## config.mk

```make
export PLATFORM = sky130hd
export DESIGN_NAME = prio_enc_scan_disp
export DESIGN_NICKNAME = d
export VERILOG_FILES = /design/src/rtl/prio_enc_scan_disp.sv
export SDC_FILE = /design/constraint.sdc
export NUM_CORES = 1
export LEC_CHECK = 0
export BUFFER_PORTS_ARGS = -buffer_cell sky130_fd_sc_hd__buf_2
export CORE_UTILIZATION = 48
export CTS_CLUSTER_SIZE = 20
export DETAILED_ROUTE_END_ITERATION = 10
export GPL_TIMING_DRIVEN = 0
export PLACE_DENSITY = 0.75
export SYNTH_ARGS = -nofsm -noshare
export SYNTH_HDL_FRONTEND = slang
export SYNTH_SLANG_ARGS = --single-unit
```

## constraint.sdc

```tcl
create_clock -name clk -period 1.5 [get_ports clk]
set_input_delay 0 -clock clk [delete_from_list [all_inputs] [get_ports clk]]
set_output_delay 0 -clock clk [all_outputs]
set_load 0.01 [all_outputs]
```

## src/rtl/prio_enc_scan_disp.sv

```systemverilog
// Parametrised priority encoder with registered index/flag, hold and change strobe,
// driving a time-multiplexed active-low seven-segment hex display of the index.
module prio_enc_scan_disp #(
  parameter int unsigned IN_W     = 16,
  parameter int unsigned DIGITS   = 2,
  parameter int unsigned SCAN_DIV = 1000
) (
  input  logic                      clk,
  input  logic                      rst_n,
  input  logic [IN_W-1:0]           x,
  input  logic                      en,
  input  logic                      hold,
  output logic [$clog2(IN_W)-1:0]   idx,
  output logic                      flag,
  output logic                      chg,
  output logic [6:0]                seg,
  output logic [DIGITS-1:0]         an
);

  localparam int unsigned OUT_W  = $clog2(IN_W);
  localparam int unsigned DISP_W = 4 * DIGITS;
  localparam int unsigned CNT_W  = (SCAN_DIV > 1) ? $clog2(SCAN_DIV) : 1;
  localparam int unsigned PTR_W  = (DIGITS > 1) ? $clog2(DIGITS) : 1;
  localparam logic [CNT_W-1:0] CNT_LAST = CNT_W'(SCAN_DIV - 1);
  localparam logic [PTR_W-1:0] PTR_LAST = PTR_W'(DIGITS - 1);
  localparam logic [6:0] SEG_DASH = 7'b0111111;
  localparam logic [6:0] SEG_DARK = 7'b1111111;

  if (IN_W < 2) begin : g_chk_in_w
    $error("prio_enc_scan_disp: IN_W must be >= 2");
  end
  if (DIGITS < 1 || DISP_W < OUT_W) begin : g_chk_digits
    $error("prio_enc_scan_disp: 4*DIGITS must cover the index width");
  end
  if (SCAN_DIV < 1) begin : g_chk_scan
    $error("prio_enc_scan_disp: SCAN_DIV must be >= 1");
  end

  function automatic logic [6:0] hex7(input logic [3:0] n);
    logic [6:0] s;
    case (n)
      4'h0: s = 7'b1000000;
      4'h1: s = 7'b1111001;
      4'h2: s = 7'b0100100;
      4'h3: s = 7'b0110000;
      4'h4: s = 7'b0011001;
      4'h5: s = 7'b0010010;
      4'h6: s = 7'b0000010;
      4'h7: s = 7'b1111000;
      4'h8: s = 7'b0000000;
      4'h9: s = 7'b0010000;
      4'hA: s = 7'b0001000;
      4'hB: s = 7'b0000011;
      4'hC: s = 7'b1000110;
      4'hD: s = 7'b0100001;
      4'hE: s = 7'b0000110;
      default: s = 7'b0001110;
    endcase
    return s;
  endfunction

  logic [OUT_W-1:0]  enc_idx;
  logic [OUT_W-1:0]  nxt_idx;
  logic              nxt_flag;
  logic [CNT_W-1:0]  cnt;
  logic [PTR_W-1:0]  ptr;
  logic [DISP_W-1:0] disp_val;
  logic [3:0]        nib;
  logic [6:0]        seg_nxt;
  logic [DIGITS-1:0] an_nxt;

  // Ascending scan: the last set bit seen is the highest, so it wins.
  always_comb begin
    enc_idx = '0;
    for (int unsigned i = 0; i < IN_W; i++) begin
      if (x[i]) enc_idx = OUT_W'(i);
    end
  end

  assign nxt_flag = en && (|x);
  assign nxt_idx  = en ? enc_idx : '0;

  always_ff @(posedge clk or negedge rst_n) begin
    if (!rst_n) begin
      idx  <= '0;
      flag <= 1'b0;
      chg  <= 1'b0;
    end else if (hold) begin
      chg  <= 1'b0;
    end else begin
      idx  <= nxt_idx;
      flag <= nxt_flag;
      chg  <= ({nxt_flag, nxt_idx} != {flag, idx});
    end
  end

  always_ff @(posedge clk or negedge rst_n) begin
    if (!rst_n) begin
      cnt <= '0;
      ptr <= '0;
    end else if (cnt == CNT_LAST) begin
      cnt <= '0;
      ptr <= (ptr == PTR_LAST) ? '0 : ptr + 1'b1;
    end else begin
      cnt <= cnt + 1'b1;
    end
  end

  always_comb begin
    disp_val              = '0;
    disp_val[OUT_W-1:0]   = idx;
    nib                   = '0;
    an_nxt                = '1;
    for (int unsigned d = 0; d < DIGITS; d++) begin
      if (ptr == PTR_W'(d)) begin
        nib       = disp_val[4*d +: 4];
        an_nxt[d] = 1'b0;
      end
    end
    seg_nxt = flag ? hex7(nib) : SEG_DASH;
  end

  always_ff @(posedge clk or negedge rst_n) begin
    if (!rst_n) begin
      seg <= SEG_DARK;
      an  <= '1;
    end else begin
      seg <= seg_nxt;
      an  <= an_nxt;
    end
  end

endmodule

```

==> flow_summary.json <==
{
  "cts.clk_slew.worst_paths_ps": 140,
  "sw_frac_of_total_pct": 27.6,
  "htree_levels": 1,
  "cp-end-kind": "flip-flop",
  "synth-edff-count": 0,
  "p_sw_uw": 455,
  "seq_area_frac_synth_pct": 42.4,
  "ys.warnings.count": 0,
  "combPwrFrac_pct": 23.5,
  "postRouteAntennaNets": 0,
  "cts_root_buffer": "clkbuf_4",
  "rsz0062_at_grt": "true",
  "critPathKind": "reg2reg",
  "cts_buffer_depth": 2,
  "startpoint_type": "flip-flop",
  "critPathMaxStageDelay_ps": 390,
  "syn_area_um2": 1560,
  "num_io_pins": 35,
  "required_ps": 1760,
  "grt_max_degree": 27,
  "numCtsBuffers": 3,
  "yosysMostFrequentCell": "nor2_1",
  "clk_latency_ps": 320,
  "synthFlopType": "dfrtp_1",
  "drt_iter0_drc": 46,
  "antenna_cells": 0,
  "slowest_stage": "dfrtp_1",
  "pwr-share-clk_pct": 29.2,
  "crit_chain": "inv_2 -> nand2_2 -> inv_1 -> ha_2 -> mux2i_1 -> nor2_1 -> o31a_1",
  "drive_above_1_share_pct": 34.8,
  "core-area_um2": 3080,
  "outcome": "finished clean",
  "final_nets": 235,
  "tritoncts": "built",
  "internal-power_uw": 1200,
  "arrival_ps": 1740,
  "setup_viol": 0,
  "period_needed_ps": 1470,
  "seqPwrFrac_pct": 47.3,
  "dieHeight_um": 59.0,
  "gp_congestion": 0.825,
  "post-synth-top-area-cell": "dfrtp_1",
  "hold_path.class": "in2reg",
  "synthDistinctLibCells": 43,
  "area_growth_pct": 22.2,
  "dieArea_um2": 3490,
  "synth.avg_cell_area_um2": 9.46,
  "drv_cap": 0,
  "skew_ps": 5.21,
  "cts_sinks": 26,
  "viasPerCell": 5.43,
  "wire_per_inst_um": 12.2,
  "max_freq_mhz": 679,
  "synth_fp_nets": 192,
  "max-slew-margin-rel_pct": 63.6,
  "drt_pass1_iterations": 5,
  "routed_wl_um": 3060,
  "maxSlewViolCount": 0,
  "row_count": 20,
  "vias": 1362,
  "ys_ff_latch": 26,
  "async_reset_ff_share_pct": 100,
  "cellLeakagePower_uw": 0.000852,
  "period_share_pct": 98.2,
  "synth_area_leaders": "dfrtp_1, dfstp_2, ha_1",
  "die_w_um": 59.0,
  "crit_path_max_fanout": 5,
  "gr-total-overflow": 0,
  "drc": 0,
  "finalPower_uw": 1650,
  "synthTopCellsByCount": "nor2_1, dfrtp_1, nand2_1",
  "grt_pass1_vias": 1172,
  "ir_drop_mv": 0.458,
  "start_util_pct": 50.7,
  "p_per_area_nw_per_um2": 866,
  "grt_usage_pct": 18.1,
  "place_hpwl_um": 2330,
  "syn_inst": 165,
  "tightest_slew_ps": 546,
  "grt_pass1_wl_um": 4810,
  "final_util_pct": 62.0,
  "synth_top_cell_area_share_pct": 27.2,
  "port_buffers": 33,
  "antenna_found_initial": 0,
  "hold_viol_final": 0
}
==> critical path, delay by kind of cell, from the launching register on <==
kind | cells | cell delay, ps
buffers and inverters | 2 | 180
AO/OA/AOI/OAI | 1 | 290
multiplexers | 1 | 150
flip-flops | 1 | 390
adder cells (fa/ha/maj) | 1 | 220
AND/OR/NAND/NOR | 2 | 190
==> layer usage <==
layer | track usage, % | up-vias | routed length (um) | share of wire (%)
met5 | 0 | - | 0 | 0
met4 | 7.14 | 0 | 64 | 2.1
met3 | 2.62 | 11 | 143 | 4.7
met2 | 32.0 | 53 | 1490 | 49
met1 | 22.2 | 625 | 1360 | 45
li1 | - | 673 | - | -
==> placed cells by master, fill, tap and decap left out, drive strengths merged, types with 6 or more instances in the layout <==
cell type | Yosys | routed
dfrtp | 17 | 17
dfstp | 9 | 9
nand3 | 10 | 10
xnor2 | 6 | 6
ha | 7 | 7
nor2 | 21 | 21
buf | 1 | 40
nand2 | 17 | 17
inv | 6 | 6
o21ai | 13 | 13
==> final cells by class <==
cell class / instances / area, um^2
Sequential cell: 26 / 664
Clock inverter: 1 / 30.0
Tap cell: 44 / 55.1
Buffer: 3 / 13.8
Inverter: 6 / 22.5
Timing Repair Buffer: 40 / 220
Multi-Input combinational cell: 128 / 880
Clock buffer: 3 / 22.5
Fill cell: 266 / 1170
==> sequential cells by signal, summed over array words and instances, names as in the netlist <==
register	flops
an	2
chg	1
cnt	10
flag	1
idx	4
ptr	1
seg	7
==> cells by family (layout without fill, tap and decap cells) <==
family	Yosys count	after routing	share of synthesized area [%]
flops	26	26	42.4
compound gates	35	35	16.9
buf+inv	11	53	2.72
fa+ha+maj	7	7	5.61
mux	7	7	4.65
simple gates	69	69	22.1
xor+xnor	10	10	5.61
==> metrics by stage <==
step	instance area [um^2]	std cells	setup WS, ps	TNS [ps]	hold WS, ps
final	1910	251	26.7	0	0.374
after detailed placement	1790	242	-233	-1660	15.1
after floorplan	1570	165	23.9	0	-296
after global routing	1910	251	-34.7	-88.1	35.2
after CTS	1870	247	-62.6	-62.6	2.34
after global placement	1790	242	-236	-1260	4.20
==> path summary, 6_finish.rpt <==
kind                            start      to  slack [ps]  cells after the start
max in group asynchronous       rst_n  idx[0]         930                      2
worst min-delay path               en  idx[2]         0.4                      3
worst max-delay path              ptr  seg[6]          30                      7
worst max register to register    ptr  seg[6]          30                      7
worst min register to register    ptr   an[1]         460                      1
min in group asynchronous       rst_n  cnt[9]         170                      2
==> timing repair <==
action,in CTS,in global routing
hold endpoints to repair,20,0
setup endpoints to repair,13,13
buffers inserted,1,5
resized for setup,5,4
pin swaps,0,1
hold buffers,1,0
==> power by group through the flow <==
stage | registers (uW) | logic [uW] | clock network, uW
global placement | 788 | 354 | 0
detailed placement | 789 | 370 | 0
CTS | 787 | 364 | 485
global route | 787 | 426 | 509
finish | 782 | 388 | 482
floorplan | 813 | 213 | 0
(Power assumes the default switching activity.)
